[config.mk]
export PLATFORM = sky130hd
export DESIGN_NAME = spi_master_mode_core_flat
export DESIGN_NICKNAME = d
export VERILOG_FILES = /design/src/rtl/spi_master_mode_core_if.sv /design/src/rtl/spi_master_mode_core.sv /design/src/flat_wrapper.sv
export SDC_FILE = /design/constraint.sdc
export NUM_CORES = 1
export LEC_CHECK = 0
export BUFFER_PORTS_ARGS = -buffer_cell sky130_fd_sc_hd__buf_2
export CORE_UTILIZATION = 45
export CTS_CLUSTER_DIAMETER = 40
export CTS_CLUSTER_SIZE = 40
export DETAILED_ROUTE_END_ITERATION = 8
export GPL_TIMING_DRIVEN = 0
export HOLD_SLACK_MARGIN = 0.15
export PLACE_DENSITY = 0.66
export SYNTH_ARGS = -nofsm -noshare
export SYNTH_HDL_FRONTEND = slang
export SYNTH_SLANG_ARGS = --single-unit
[constraint.sdc]
create_clock -name clk -period 4.75 [get_ports clk]
set_input_delay 0.475 -clock clk [delete_from_list [all_inputs] [get_ports clk]]
set_output_delay 0.475 -clock clk [all_outputs]
set_load 0.01 [all_outputs]
[src/rtl/spi_master_mode_core_if.sv]
// MMIO slot bus shared by the SPI master and the software-side driver.
interface spi_master_mode_core_if;
  logic        cs;
  logic        read;
  logic        write;
  logic [4:0]  reg_addr;
  logic [31:0] wr_data;
  logic [31:0] rd_data;

  modport master (output cs, read, write, reg_addr, wr_data, input rd_data);
  modport slave  (input cs, read, write, reg_addr, wr_data, output rd_data);
endinterface

[src/rtl/spi_master_mode_core.sv]
// SPI master behind an MMIO slot: runtime CPOL/CPHA, bit order, SCLK divider,
// software-driven slave selects and a sticky done flag.
//
// state | meaning
// IDLE  | waiting for a start write; spi_clk parked at cpol, ready=1
// P0    | first half of a bit; miso sampled at the end of it
// P1    | second half of a bit; tx shifted (or frame closed) at the end
module spi_master_mode_core #(
  parameter int DATA_W = 8,
  parameter int NUM_SS = 4,
  parameter int DIV_W  = 16
) (
  input  logic                  clk,
  input  logic                  reset,
  spi_master_mode_core_if.slave bus,
  output logic                  spi_clk,
  output logic                  spi_mosi,
  output logic [NUM_SS-1:0]     spi_ss_n,
  input  logic                  spi_miso
);

  localparam int N_W = $clog2(DATA_W);

  typedef enum logic [1:0] {IDLE, P0, P1} state_t;

  state_t            r_state;
  logic [NUM_SS-1:0] r_ss;
  logic [DIV_W-1:0]  r_dvsr;
  logic              r_cpol;
  logic              r_cpha;
  logic              r_lsb;
  logic [DIV_W-1:0]  r_dvsr_w;
  logic              r_cpol_w;
  logic              r_cpha_w;
  logic              r_lsb_w;
  logic [DIV_W-1:0]  r_cnt;
  logic [N_W-1:0]    r_n;
  logic [DATA_W-1:0] r_tx_sr;
  logic [DATA_W-1:0] r_rx_sr;
  logic [DATA_W-1:0] r_rx_data;
  logic              r_done;
  logic              r_sclk;
  logic              r_mosi;

  logic              w_wr_ss;
  logic              w_wr_ctrl;
  logic              w_wr_start;
  logic              w_start;
  logic              w_cpol_nxt;
  logic              w_last_bit;
  logic [DATA_W-1:0] w_tx_shift;
  logic [31:0]       w_rd_data;
  logic              w_unused_ok;

  assign w_wr_ss    = bus.cs && bus.write && (bus.reg_addr == 5'd1);
  assign w_wr_ctrl  = bus.cs && bus.write && (bus.reg_addr == 5'd2);
  assign w_wr_start = bus.cs && bus.write && (bus.reg_addr == 5'd3);
  assign w_start    = w_wr_start && (r_state == IDLE);

  // spi_clk is registered, so when heading into IDLE it must pick up a cpol
  // that is being written on this same edge.
  assign w_cpol_nxt = w_wr_ctrl ? bus.wr_data[16] : r_cpol;
  assign w_last_bit = (r_n == N_W'(DATA_W - 1));
  assign w_tx_shift = r_lsb_w ? (r_tx_sr >> 1) : (r_tx_sr << 1);

  // read and the unused upper write bits are intentionally ignored
  assign w_unused_ok = ^{bus.read, bus.wr_data};

  // Software-visible select and control registers.
  always_ff @(posedge clk or posedge reset) begin
    if (reset) begin
      r_ss   <= '1;
      r_dvsr <= '0;
      r_cpol <= 1'b0;
      r_cpha <= 1'b0;
      r_lsb  <= 1'b0;
    end else begin
      if (w_wr_ss) begin
        r_ss <= bus.wr_data[NUM_SS-1:0];
      end
      if (w_wr_ctrl) begin
        r_dvsr <= bus.wr_data[DIV_W-1:0];
        r_cpol <= bus.wr_data[16];
        r_cpha <= bus.wr_data[17];
        r_lsb  <= bus.wr_data[18];
      end
    end
  end

  // Frame sequencer; half-period timer is a down-counter reloaded with dvsr.
  always_ff @(posedge clk or posedge reset) begin
    if (reset) begin
      r_state   <= IDLE;
      r_dvsr_w  <= '0;
      r_cpol_w  <= 1'b0;
      r_cpha_w  <= 1'b0;
      r_lsb_w   <= 1'b0;
      r_cnt     <= '0;
      r_n       <= '0;
      r_tx_sr   <= '0;
      r_rx_sr   <= '0;
      r_rx_data <= '0;
      r_done    <= 1'b0;
      r_sclk    <= 1'b0;
      r_mosi    <= 1'b0;
    end else begin
      case (r_state)
        IDLE: begin
          r_sclk <= w_cpol_nxt;
          if (w_start) begin
            r_dvsr_w <= r_dvsr;
            r_cpol_w <= r_cpol;
            r_cpha_w <= r_cpha;
            r_lsb_w  <= r_lsb;
            r_tx_sr  <= bus.wr_data[DATA_W-1:0];
            r_mosi   <= r_lsb ? bus.wr_data[0] : bus.wr_data[DATA_W-1];
            r_cnt    <= r_dvsr;
            r_n      <= '0;
            r_done   <= 1'b0;
            r_sclk   <= r_cpol ^ r_cpha;
            r_state  <= P0;
          end
        end
        P0: begin
          if (r_cnt == '0) begin
            r_rx_sr <= r_lsb_w ? {spi_miso, r_rx_sr[DATA_W-1:1]}
                               : {r_rx_sr[DATA_W-2:0], spi_miso};
            r_cnt   <= r_dvsr_w;
            r_sclk  <= r_cpol_w ^ ~r_cpha_w;
            r_state <= P1;
          end else begin
            r_cnt <= r_cnt - 1'b1;
          end
        end
        P1: begin
          if (r_cnt == '0) begin
            if (w_last_bit) begin
              r_rx_data <= r_rx_sr;
              r_done    <= 1'b1;
              r_sclk    <= w_cpol_nxt;
              r_state   <= IDLE;
            end else begin
              r_tx_sr <= w_tx_shift;
              r_mosi  <= r_lsb_w ? w_tx_shift[0] : w_tx_shift[DATA_W-1];
              r_n     <= r_n + 1'b1;
              r_cnt   <= r_dvsr_w;
              r_sclk  <= r_cpol_w ^ r_cpha_w;
              r_state <= P0;
            end
          end else begin
            r_cnt <= r_cnt - 1'b1;
          end
        end
        default: begin
          r_state <= IDLE;
        end
      endcase
    end
  end

  // Status readback ignores the address; unused bits read as zero.
  always_comb begin
    w_rd_data             = '0;
    w_rd_data[DATA_W-1:0] = r_rx_data;
    w_rd_data[DATA_W]     = (r_state == IDLE);
    w_rd_data[DATA_W+1]   = r_done;
  end

  assign bus.rd_data = w_rd_data;
  assign spi_clk     = r_sclk;
  assign spi_mosi    = r_mosi;
  assign spi_ss_n    = r_ss;

endmodule

[src/flat_wrapper.sv]
// flat-port wrapper written by rule: the top's interface ports become plain ports
module spi_master_mode_core_flat 
#(
  parameter int DATA_W = 8,
  parameter int NUM_SS = 4,
  parameter int DIV_W  = 16
)
  (clk, reset, spi_clk, spi_mosi, spi_ss_n, spi_miso, bus_cs, bus_read, bus_write, bus_reg_addr, bus_wr_data, bus_rd_data);
  spi_master_mode_core_if bus_i ();
  input  logic clk;
  input  logic reset;
  output logic spi_clk;
  output logic spi_mosi;
  output logic [NUM_SS-1:0] spi_ss_n;
  input  logic spi_miso;
  input wire logic [$bits(bus_i.cs)-1:0] bus_cs;
  input wire logic [$bits(bus_i.read)-1:0] bus_read;
  input wire logic [$bits(bus_i.write)-1:0] bus_write;
  input wire logic [$bits(bus_i.reg_addr)-1:0] bus_reg_addr;
  input wire logic [$bits(bus_i.wr_data)-1:0] bus_wr_data;
  output wire logic [$bits(bus_i.rd_data)-1:0] bus_rd_data;
  assign bus_i.cs = bus_cs;
  assign bus_i.read = bus_read;
  assign bus_i.write = bus_write;
  assign bus_i.reg_addr = bus_reg_addr;
  assign bus_i.wr_data = bus_wr_data;
  assign bus_rd_data = bus_i.rd_data;
  spi_master_mode_core #(.DATA_W(DATA_W), .NUM_SS(NUM_SS), .DIV_W(DIV_W)) u_core (.clk(clk), .reset(reset), .bus(bus_i), .spi_clk(spi_clk), .spi_mosi(spi_mosi), .spi_ss_n(spi_ss_n), .spi_miso(spi_miso));
endmodule
Word-level counts from Yosys, hierarchy flattened
Cells that the tools add are included.
W data, S select, Z words.
Storage, ports and cells
  register bits: 90
  output and inout bits: 38
  word-level logic and storage cells: 89
Operators by class
  $add $sub $neg: 2
  equality and inequality tests: 12
  multiplexer cells: 36
  bitwise operators: 4
  reduce and logical (&&, ||, !) cells: 17
Operators by type and width (number)
  $mux W16: 4
  $pmux W16 S3: 1
  $mux W8: 5
  $logic_not A16 Y1: 1
  $pmux W8 S2: 1
  $sub A16 B1 Y16 const B: 1
  $mux W1: 14
  $reduce_and A3 Y1: 4
  $eq A5 B2 Y1 const B: 2
  $mux W3: 3
  $ne A2 B1 Y1 const B: 4
  $reduce_and A4 Y1: 2
  $mux W2: 3
  $pmux W2 S3: 1
  $pmux W3 S2: 1
  $eq A5 B1 Y1 const B: 1
  $logic_and A1 B1 Y1: 5
  $pmux W1 S2: 2
  $reduce_and A2 Y1: 2
  $add A3 B1 Y3 const B: 1
  $eq A3 B3 Y1 const B: 1
  $ne A3 B3 Y1 const B: 1
  $pmux W1 S3: 1
  $reduce_bool A3 Y1: 1
  other kinds (7): 9

Depth between registers and ports, before layout
Gate-level depths: netlist of the first run.
  depth in word-level cells: 6
  gate-level depth with buffers: 9

Least setup slack after synthesis of the first run
No wires, ideal clock.
  path type: register -> register
  from: register u_core.r_cnt[0]
  to: register u_core.r_tx_sr[0]
  library setup time: 0.127 ns
  arrival time: 1.952 ns
  data required time: 4.623 ns
  slack: 2.671 ns
  cell stages (with the launch flop): 9
  path buffers: 1
  cells stage by stage: dfrtp_1 inv_1 ha_1 nor4b_1 nand4_2 o22ai_1 nand2b_1 buf_6 mux2_1
Between the ends
  longest elaborated chain between the ends: 3
Ends and longest elaborated chain
  start, declared: RTL line spi_master_mode_core.sv:36  | logic [DIV_W-1:0] r_cnt;
  start signal, assigned: RTL line spi_master_mode_core.sv:117  | r_cnt <= r_dvsr;
  start signal, assigned: RTL line spi_master_mode_core.sv:128  | r_cnt <= r_dvsr_w;
  start signal, assigned: RTL line spi_master_mode_core.sv:132  | r_cnt <= r_cnt - 1'b1;
  $logic_not A16 Y1: RTL line spi_master_mode_core.sv:136  | if (r_cnt == '0) begin
  $ne A2 B1 Y1 (no line)
  $reduce_and A4 Y1 (no line)
  end signal, assigned: RTL line spi_master_mode_core.sv:115  | r_tx_sr <= bus.wr_data[DATA_W-1:0];
  end signal, assigned: RTL line spi_master_mode_core.sv:143  | r_tx_sr <= w_tx_shift;
  end, declared: RTL line spi_master_mode_core.sv:38  | logic [DATA_W-1:0] r_tx_sr;
No other way between the ends.
A chain may end at the register's enable or synchronous reset.

Worst setup path in the final report of the first run
  from: register u_core.r_cnt[0]
  to: register u_core.r_cnt[4]
Between the ends
  longest elaborated chain between the ends: 3
  elaborated cells on any way between the ends: 7
Ends and longest elaborated chain (RTL line)
  $sub A16 B1 Y16 / $logic_not A16 Y1 (equally long branches)
  $mux W16, or another cell as far along: spi_master_mode_core.sv:136
  $pmux W16 S3 / $reduce_and A3 Y1 (equally long branches)
Several ways; a longest one is shown, not always the timed one.

==> metrics.csv, run 1 <==
stage,metric,value,unit
power,Comb pwr share,40.5,%
power,Switching Fraction,40.08,%
worst_setup_path,WP buf/inv,3,
cells_and_area,area delta synth->final,14.54,%
power,power density over the cells,490.3,nW/um^2
synth,Post-Syn Area,4726,um^2
flow_run,reported max-cap violation count,0,
clocking,total setup buffers inserted after CTS,0,
timing,Setup TNS Final,0,ps
worst_setup_path,Worst path max stage delay,620,ps
cells_and_area,Final Net Count,565,
drt,vias per cell,5.302,
clocking,H-tree levels,3,
clocking,clock tree sinks,90,
drt,DRC Markers,0,
placed_design,routability cong.,0.8086,
grt,met2 Track Usage GR,33.73,%
grt,grt ovf,0,
synth,Yosys reg bits,90,
drt,Routed wire per std cell,15.23,um
synth,share of the synthesized area in the top cell type,45.54,%
placed_design,HPWL after DPL,7103,um
timing,final setup fails,0,
power,clock share of power,18.1,%
status,status,completed,
clocking,clock buffer depth,2,
drt,Total Wirelength,9975,um
timing,final worst-path cycle share,53.95,%
worst_setup_path,"Req. time, crit path",5050,ps
grt,routing usage on met3,5.827,%
synth,"Seq/Total Area, Yosys",47.76,%
worst_setup_path,crit-path most repeated cell,buf_2,
synth,Synth warnings,0,
worst_setup_path,crit path max-delay cell type,a311oi_2,
synth,post-synthesis async set-or-reset flop share,100.0,%
drt,Starting DRT DRC Count,105,
power,P_int,1.590,mW
clocking,clock latency on the worst-skew pair,370,ps
worst_setup_path,cell breakdown of the critical path,inv_1 > ha_1 > nor4b_1 > and4_1 > buf_2 > a311oi_2 > buf_2 > nor2_1 > a21oi_1,
power,peak supply drop,0.0002524,V
clocking,clk slew on worst S/H paths,90,ps
timing,RSZ-0062 raised after global routing,false,
synth,Synth top cells by count,"86 x dfrtp_1, 47 x mux2_2, 33 x a21oi_1",
timing,max-slew violation count,0,
placed_design,Post-Place Setup Slack,2193,ps
synth,Synth Instances,436,
cells_and_area,final std cells w/o fill,655,
grt,GR Util All Layers,20.15,%
timing,fin crit period,2563,ps
worst_setup_path,"Largest delay share family, worst path",compound AO/OA/AOI/OAI gates,
power,Leakage,2.573,nW
synth,biggest area consumer among synthesized cells,dfrtp_1,
timing,Worst Clk Skew,8.088,ps
synth,most common cell in the netlist,dfrtp_1,
clocking,root buf cell,clkbuf_8,
worst_hold_path,worst min-delay path category,primary input to flop,
grt,first-pass GRT wire length,17190,um
worst_setup_path,Critical Path AT,2860,ps
synth,Area contributors post-synth,"dfrtp_1 46%, mux2_2 11%, buf_4 3.7%",
timing,Slew @ Worst Pin,853.6,ps
timing,final hold vios,0,
clocking,post-CTS resize count,0,
die,I/O pin cnt,81,
cells_and_area,layout cells sized above 1,29.87,%
timing,final setup margin,2187,ps
clocking,CTS tree,done,
timing,Max Clk Rate,390.2,MHz
die,Die Area,10920,um^2
synth,Post-synth EDFFs,0,
timing,headroom to the max-slew limit,42.57,%
grt,initial antenna violation count,0,
cells_and_area,final core utilization,52.90,%
grt,met1 usage,25.38,%
power,Seq pwr share,41.3,%
die,Initial Utilization,46.19,%
grt,busiest layer in global routing,met2,
die,Die Span Y,104.5,um
placed_design,Port Buffers,44,
power,Power Total,2.654,mW
drt,DR vias,3473,
die,Die X,104.5,um
synth,synthesized area per cell,10.84,um^2
synth,Unique masters post-synth,57,
worst_setup_path,maximum fanout along the worst path,10,
grt,pin count of the biggest net entering global routing,73,
grt,number of global-route vias before repair,3489,
clocking,total CTS buffers,9,
die,FP Rows,37,
power,Sw Pwr,1.064,mW
drt,First-pass DRT Iterations,5,
synth,top_reg_cell synth,dfrtp_1,
worst_setup_path,Worst Setup Start Kind,flop,
drt,"antenna viol nets, final",0,
worst_setup_path,Setup crit end kind,flop,
placed_design,placed cell count,638,
die,core area,10230,um^2
cells_and_area,n_diodes,0,
worst_setup_path,CP Class,flop to flop,
==> per-stage QoR <==
| step | hold WS (ps) | instance area, um^2 |
|---|---|---|
| 6_report | 324.4 | 5413 |
| 5_1_grt | 311.7 | 5413 |
| 4_1_cts | 305.0 | 5413 |
| 3_5_place_dp | 443.7 | 5225 |
| 3_3_place_gp | 473.5 | 5195 |
| 2_1_floorplan | 463.5 | 4805 |
==> logic make-up (layout without fill, tap and decap cells) <==
logic type,after synthesis,after routing,synth area share (%)
XOR/XNOR,9,9,1.668
AO/OA/AOI/OAI,99,99,12.95
adder cells (fa/ha/maj),8,8,2.118
AND/OR/NAND/NOR,96,96,11.25
multiplexers,73,73,16.94
other,1,22,0.07935
flip-flops,90,90,47.76
buffers and inverters,60,122,7.228
==> cell type report <==
type                            count  area (um^2)
Buffer                             45        285.3
Clock buffer                       10        127.6
Clock inverter                      6        50.05
Fill cell                         918         4818
Inverter                           15        58.81
Multi-Input combinational cell    307         2206
Sequential cell                    90         2257
Tap cell                          136        170.2
Timing Repair Buffer               46        257.7
==> registers in the layout (all words and copies together), names as in the netlist <==
register and flops:
u_core.r_cpol_w 1, u_core.spi_mosi 1, u_core.r_done 1, u_core.r_rx_sr 8, u_core.r_lsb_w 1, u_core.r_state 2
u_core.r_dvsr_w 16, u_core.r_dvsr 16, u_core.r_cpha_w 1, u_core.r_cpha 1, u_core.r_tx_sr 8, u_core.r_cpol 1
u_core.spi_ss_n 4, u_core.r_lsb 1, u_core.r_cnt 16, u_core.r_rx_data 8, u_core.r_n 3, u_core.spi_clk 1
==> routing by layer <==
| layer | wire length [um] | vias to the layer above |
|---|---|---|
| met5 | 0 | - |
| met4 | 83 | 0 |
| met3 | 464 | 6 |
| met2 | 4903 | 72 |
| met1 | 4523 | 1722 |
| li1 | - | 1673 |
==> power by group through the flow <==
stage               Sequential (mW)  Combinational (mW)  Clock (mW)
floorplan                      1.07               0.832           0
global placement               1.10                1.04           0
detailed placement             1.11                1.07           0
CTS                            1.10                1.08       0.499
global route                   1.12                1.21       0.529
finish                         1.10                1.08       0.480
==> cells in the final DEF, fill, tap and decap left out, drive strengths merged, types with 4 or more instances in the layout <==
cell type  synthesis  layout
dfstp              4       4
a21oi             36      36
dfrtp             86      86
o22ai              4       4
buf               33      78
clkbuf            12      22
a21o               6       6
mux2i             17      17
o21ai             28      28
nand3              5       5
nor4               5       5
xor2               7       7
inv               14      16
nand2             27      27
nor2              28      28
a31oi              5       5
nand4              5       5
mux2              56      56
conb               1      22
nor3               5       5
o211ai             5       5
ha                 8       8
==> repair_timing <==
item,4_1_cts,5_1_grt
hold endpoints to repair,16,0
hold buffers,1,0
endpoints found under the setup margin,0,0
==> path summary, 6_finish.rpt <==
path | slack (ps) | start | to | cells after the start
max | 2190 | u_core.r_cnt[0] | u_core.r_cnt[4] | 9
min | 320 | bus_wr_data[17] | u_core.r_cpha | 2
max reg2reg | 2190 | u_core.r_cnt[0] | u_core.r_cnt[4] | 9
min reg2reg | 500 | u_core.spi_ss_n[0] | u_core.spi_ss_n[0] | 2
max in group asynchronous | 3510 | reset | u_core.spi_ss_n[0] | 4
min in group asynchronous | 590 | reset | u_core.r_rx_data[2] | 3
Note: power is estimated with default switching activity, not from simulation.
==> run 2: changes to the inputs <==
clock period = 2.6 ns   (was 4.75 ns; I/O delays follow)
==> metrics.csv, run 2 (synthesized netlist as in run 1, its figures left out) <==
stage,metric,value,unit,change
clocking,H-tree levels,3,,unchanged
timing,final hold vios,0,,unchanged
clocking,root buf cell,clkbuf_8,,
placed_design,HPWL after DPL,7103,um,unchanged
cells_and_area,design area,5598,um^2,+3.4%
grt,first-pass GRT wire length,17530,um,+2.0%
worst_setup_path,maximum fanout along the worst path,10,,unchanged
drt,Routed wire per std cell,15.01,um,-1.4%
placed_design,routability cong.,0.8086,,unchanged
placed_design,area post-placement,5225,um^2,unchanged
power,peak supply drop,0.0004670,V,+85%
power,power density over the cells,872.1,nW/um^2,+78%
cells_and_area,"commonest non-fill, non-tap cell in the layout",dfrtp_1,,
timing,max-slew violation count,0,,unchanged
cells_and_area,Final Net Count,582,,+3.0%
clocking,clk slew on worst S/H paths,90,ps,about the same
cells_and_area,Filler cells,903,,-1.6%
cells_and_area,"commonest non-fill, non-tap cells in the layout","86 x dfrtp_1, 50 x buf_2, 47 x mux2_2",,
die,core area,10230,um^2,unchanged
grt,initial antenna violation count,0,,unchanged
timing,final setup fails,0,,unchanged
worst_setup_path,Worst path depth,9,,unchanged
drt,"antenna viol nets, final",0,,unchanged
cells_and_area,n_diodes,0,,unchanged
clocking,total CTS buffers,9,,unchanged
cells_and_area,area delta synth->final,18.45,%,
clocking,clock buffer depth,2,,unchanged
power,P_int,2.933,mW,+84%
power,Switching Fraction,39.92,%,-0.16 points
cells_and_area,Top Registers,"u_core.r_cnt x16, u_core.r_dvsr x16, u_core.r_dvsr_w x16",,
timing,RSZ-0062 raised after global routing,false,,
clocking,clock tree sinks,90,,unchanged
power,clock share of power,18.0,%,about the same
grt,GR Util All Layers,20.50,%,+0.35 points
die,Initial Utilization,46.19,%,unchanged
power,Comb pwr share,40.9,%,+0.4 points
worst_setup_path,CP Class,flop to flop,,
worst_setup_path,path depth of the worst reg2reg path,9,,unchanged
drt,First-pass DRT Iterations,4,,-1
timing,fin crit period,2454,ps,-108.5 ps
grt,grt ovf,0,,unchanged
timing,headroom to the max-slew limit,43.20,%,+0.63 points
power,Sw Pwr,1.949,mW,+83%
grt,number of global-route vias before repair,3594,,+3.0%
status,status,completed,,
power,Leakage,2.648,nW,+2.9%
worst_setup_path,Worst path max stage delay,490,ps,-130 ps
die,I/O pin cnt,81,,unchanged
die,Die Area,10920,um^2,unchanged
clocking,clock latency on the worst-skew pair,380,ps,about the same
cells_and_area,layout cells sized above 1,29.29,%,-0.57 points
clocking,CTS tree,done,,
die,FP Rows,37,,unchanged
worst_setup_path,crit-path most repeated cell,buf_2,,
flow_run,reported max-cap violation count,0,,unchanged
timing,final worst-path cycle share,94.39,%,+40 points
drt,vias per cell,5.266,,-0.68%
drt,Total Wirelength,10090,um,+1.1%
die,Die Span Y,104.5,um,unchanged
worst_setup_path,"Req. time, crit path",2860,ps,-2190 ps
worst_setup_path,Worst Setup Start Kind,flop,,
timing,Max Clk Rate,407.5,MHz,+4.4%
worst_setup_path,cell breakdown of the critical path,inv_1 > ha_1 > nor4b_2 > and4_1 > buf_2 > a311o_2 > buf_2 > a21oi_1 > a21oi_2,,
placed_design,Port Buffers,44,,unchanged
timing,Worst Clk Skew,8.780,ps,+0.6923 ps
drt,DRC Markers,0,,unchanged
drt,Starting DRT DRC Count,122,,+16%
worst_setup_path,Critical Path AT,2720,ps,-140 ps
timing,Setup TNS Final,0,ps,unchanged
worst_hold_path,worst min-delay path category,primary input to flop,,
worst_hold_path,hold-critical path depth,2,,unchanged
worst_setup_path,crit path max-delay cell type,a311o_2,,
timing,Slew @ Worst Pin,844.2,ps,-9.417 ps
worst_setup_path,Setup crit end kind,flop,,
worst_setup_path,"Largest delay share family, worst path",compound AO/OA/AOI/OAI gates,,
grt,pin count of the biggest net entering global routing,73,,unchanged
worst_setup_path,WP buf/inv,3,,unchanged
power,Seq pwr share,41.1,%,-0.2 points
drt,DR vias,3539,,+1.9%
die,Die X,104.5,um,unchanged
## run 2: cell count changes in the layout (fill, tap and decap cells not counted)
cell,change
dlygate4sd3_1,+16
a311oi_2,-1
a311oi_4,+1
buf_4,+1
nor4b_1,-1
nor4b_2,+1
## run 2: cell type report
cell class                      instances  area [um^2]  area share (%)
Inverter                               15        58.81           1.051
Sequential cell                        90         2257           40.32
Clock inverter                          6        50.05          0.8941
Tap cell                              136        170.2           3.040
Multi-Input combinational cell        307         2223           39.72
Clock buffer                           10        127.6           2.280
Buffer                                 45        285.3           5.096
Timing Repair Buffer                   63        425.4           7.599
## run 2: metal layers
layer | vias to the layer above | wire, um | GRT usage [%]
li1 | 1702 | - | -
met5 | - | 0 | 0
met4 | 0 | 111 | 5.408
met1 | 1750 | 4559 | 25.66
met3 | 11 | 454 | 5.764
met2 | 76 | 4962 | 34.67
## run 2: metrics by stage
stage	worst slack, ps	cells	util [%]	hold WS (ps)	power (mW)
2_1_floorplan	11.36	457	-	397.8	3.480
3_3_place_gp	-1121	637	50.78	473.5	3.910
3_5_place_dp	43.02	638	51.07	228.7	3.988
4_1_cts	34.50	671	54.47	160.6	4.902
5_1_grt	20.27	672	54.71	164.6	5.264
6_report	145.9	672	54.71	178.9	4.882
## run 2: power by group through the flow
stage          Sequential [mW]  Clock (mW)  Combinational (mW)
2_1_floorplan             1.96           0                1.52
3_3_place_gp              2.01           0                1.90
3_5_place_dp              2.03           0                1.96
4_1_cts                   2.00       0.911                1.99
5_1_grt                   2.05       0.967                2.24
6_report                  2.01       0.880                1.99
## run 2: worst paths after layout
path                                         start  slack [ps]             endpoint
worst max-delay path               u_core.r_cnt[0]         150      u_core.r_cnt[7]
worst min-delay path                bus_wr_data[3]         180     u_core.r_dvsr[3]
worst max register to register     u_core.r_cnt[0]         150      u_core.r_cnt[7]
worst min register to register  u_core.spi_ss_n[0]         500   u_core.spi_ss_n[0]
max in group asynchronous                    reset        1570   u_core.spi_ss_n[0]
min in group asynchronous                    reset         370  u_core.r_rx_data[2]
## run 2: timing repair
action | CTS | global route
gates resized for setup | 0 | 2
hold endpoints to repair | 35 | 0
setup endpoints to repair | 0 | 33
setup buffers | 0 | 1
hold buffers | 17 | 0
==> run 3: changes to the inputs <==
CORE_UTILIZATION = 41   (was 45)
PLACE_DENSITY = unset   (was 0.66)
==> metrics.csv, run 3 (synthesized netlist as in run 1, its figures left out) <==
stage,metric,value,unit,change
status,status,completed,,
grt,GR Util All Layers,20.18,%,-0.32 points
timing,final hold vios,0,,unchanged
die,Die Span Y,109.4,um,+4.7%
die,Initial Utilization,42.84,%,-3.3 points
worst_setup_path,"Req. time, crit path",2830,ps,-30 ps
grt,pin count of the biggest net entering global routing,71,,-2.7%
timing,Worst Clk Skew,9.616,ps,+0.8360 ps
clocking,clock latency on the worst-skew pair,350,ps,-30 ps
cells_and_area,area delta synth->final,21.58,%,
placed_design,HPWL after DPL,7364,um,+3.7%
timing,Setup TNS Final,0,ps,unchanged
timing,max-slew violation count,0,,unchanged
timing,RSZ-0062 raised after global routing,true,,
timing,final worst-path cycle share,95.52,%,+1.1 points
worst_hold_path,WHS Endpoint,u_core.r_dvsr[4],,
worst_setup_path,internal reg-to-reg setup slack,120,ps,-30 ps
worst_setup_path,CP Class,flop to flop,,
clocking,clock buffer depth,2,,unchanged
drt,Total Wirelength,10740,um,+6.4%
drt,vias per cell,5.251,,-0.29%
cells_and_area,Final Net Count,579,,-0.52%
power,Leakage,2.719,nW,+2.7%
grt,number of global-route vias before repair,3580,,-0.39%
timing,final setup fails,0,,unchanged
worst_setup_path,Worst path max stage delay,440,ps,-50 ps
grt,met1 usage,26.66,%,+1.0 points
worst_setup_path,Worst Setup Start Kind,flop,,
grt,busiest layer in global routing,met2,,
cells_and_area,"commonest non-fill, non-tap cell in the layout",dfrtp_1,,
worst_hold_path,Hold Startpoint,bus_wr_data[4],,
drt,Starting DRT DRC Count,153,,+25%
clocking,H-tree levels,3,,unchanged
worst_setup_path,FF-to-FF Start,u_core.r_cnt[0],,
drt,DRC Markers,0,,unchanged
timing,Slew @ Worst Pin,834.9,ps,-9.329 ps
worst_setup_path,cell breakdown of the critical path,inv_1 > ha_1 > nor4b_2 > nand4_2 > o22ai_1 > nand2b_1 > buf_6 > mux2_1,,
placed_design,Post-Place Setup Slack,-22.31,ps,-65.33 ps
grt,met2 Track Usage GR,32.97,%,-1.7 points
drt,Routed wire per std cell,15.95,um,+6.3%
cells_and_area,design area,5746,um^2,+2.6%
worst_hold_path,hold-critical path depth,2,,unchanged
cells_and_area,final std cells w/o fill,673,,+0.15%
placed_design,placed cell count,642,,+0.63%
grt,initial antenna violation count,0,,unchanged
grt,first-pass GRT wire length,18140,um,+3.5%
clocking,total CTS buffers,9,,unchanged
drt,First-pass DRT Iterations,4,,unchanged
worst_setup_path,crit path max-delay cell type,dfrtp_1,,
worst_setup_path,Critical Path AT,2710,ps,about the same
timing,fin crit period,2483,ps,+29.35 ps
cells_and_area,Top Registers,"u_core.r_cnt x16, u_core.r_dvsr x16, u_core.r_dvsr_w x16",,
worst_hold_path,worst min-delay path category,primary input to flop,,
power,peak supply drop,0.0004717,V,+0.99%
drt,"antenna viol nets, final",0,,unchanged
placed_design,area post-placement,5230,um^2,about the same
worst_setup_path,maximum fanout along the worst path,10,,unchanged
die,core area,11030,um^2,+7.8%
clocking,root buf cell,clkbuf_16,,
drt,DR vias,3534,,-0.14%
cells_and_area,"commonest non-fill, non-tap cells in the layout","86 x dfrtp_1, 49 x buf_2, 47 x mux2_2",,
worst_setup_path,Setup crit end kind,flop,,
clocking,clk slew on worst S/H paths,70,ps,-20 ps
timing,final setup margin,116.5,ps,-29.35 ps
timing,Max Clk Rate,402.7,MHz,-1.2%
worst_setup_path,end of the worst register-to-register path,u_core.r_tx_sr[1],,
die,Die X,109.4,um,+4.7%
cells_and_area,Filler cells,1017,,+13%
worst_setup_path,path depth of the worst reg2reg path,8,,-1
placed_design,Port Buffers,44,,unchanged
clocking,CTS tree,done,,
placed_design,routability cong.,0.8282,,+2.4%
timing,headroom to the max-slew limit,44.22,%,+1.0 points
grt,routing usage on met3,4.268,%,-1.5 points
die,FP Rows,38,,+2.7%
die,I/O pin cnt,81,,unchanged
grt,grt ovf,0,,unchanged
clocking,clock tree sinks,90,,unchanged
die,Die Area,11960,um^2,+9.6%
cells_and_area,layout cells sized above 1,30.21,%,+0.92 points
cells_and_area,n_diodes,0,,unchanged
power,power density over the cells,976.7,nW/um^2,+12%
flow_run,reported max-cap violation count,0,,unchanged
-- run 3: area by class of cell --
class | count | area [um^2] | share of cell area (%)
Buffer | 45 | 287.8 | 5.009
Clock buffer | 10 | 229.0 | 3.985
Clock inverter | 6 | 115.1 | 2.003
Inverter | 15 | 58.81 | 1.024
Multi-Input combinational cell | 307 | 2235 | 38.89
Sequential cell | 90 | 2257 | 39.29
Tap cell | 140 | 175.2 | 3.049
Timing Repair Buffer | 60 | 387.9 | 6.751
-- run 3: layer usage --
layer	part of all wire [%]	vias to the layer above
li1	-	1692
met1	47	1756
met2	49	74
met3	3.4	12
met4	1.1	0
met5	0	-
-- run 3: worst max-delay path, delay by kind of cell (launching register included) --
| kind | cells | cell delay (ps) |
|---|---|---|
| AO/OA/AOI/OAI | 1 | 240 |
| adder cells (fa/ha/maj) | 1 | 220 |
| buffers and inverters | 2 | 330 |
| flip-flops | 1 | 440 |
| multiplexers | 1 | 320 |
| AND/OR/NAND/NOR | 3 | 810 |
-- run 3: through the flow --
| stage | hold slack, ps | total power, mW | utilization [%] |
|---|---|---|---|
| after global routing | 164.3 | 5.999 | 52.09 |
| after CTS | 157.3 | 5.572 | 51.74 |
| final | 172.8 | 5.612 | 52.09 |
| after detailed placement | 249.1 | 3.999 | 47.41 |
| after floorplan | 397.8 | 3.480 | - |
| after global placement | 473.8 | 3.928 | 47.14 |
-- run 3: what timing repair did --
| item | CTS | global route |
|---|---|---|
| buffers inserted | 0 | 4 |
| endpoints found under the hold margin | 29 | 0 |
| pin swaps | 1 | 1 |
| setup endpoints to repair | 9 | 16 |
| cloned | 0 | 0 |
| resized for setup | 3 | 2 |
| hold buffers | 11 | 0 |
-- run 3: worst max-delay path by stage --
stage                     cells past startpoint             endpoint  slack (ps)             from
after floorplan                               1      u_core.r_cnt[0]          10            reset
after global placement                        2        u_core.r_n[0]       -1220            reset
after detailed placement                      6  u_core.r_rx_data[4]         -20  u_core.r_cnt[0]
after CTS                                     9      u_core.r_cnt[5]         120  u_core.r_cnt[0]
after global routing                          8    u_core.r_tx_sr[1]         -30  u_core.r_cnt[0]
final                                         8    u_core.r_tx_sr[1]         120  u_core.r_cnt[0]
-- run 3: power by group --
group	internal (mW)	leakage, nW	switching, mW
Clock	0.945	0.163	0.562
Sequential	1.70	1.17	0.312
Combinational	0.931	1.39	1.16
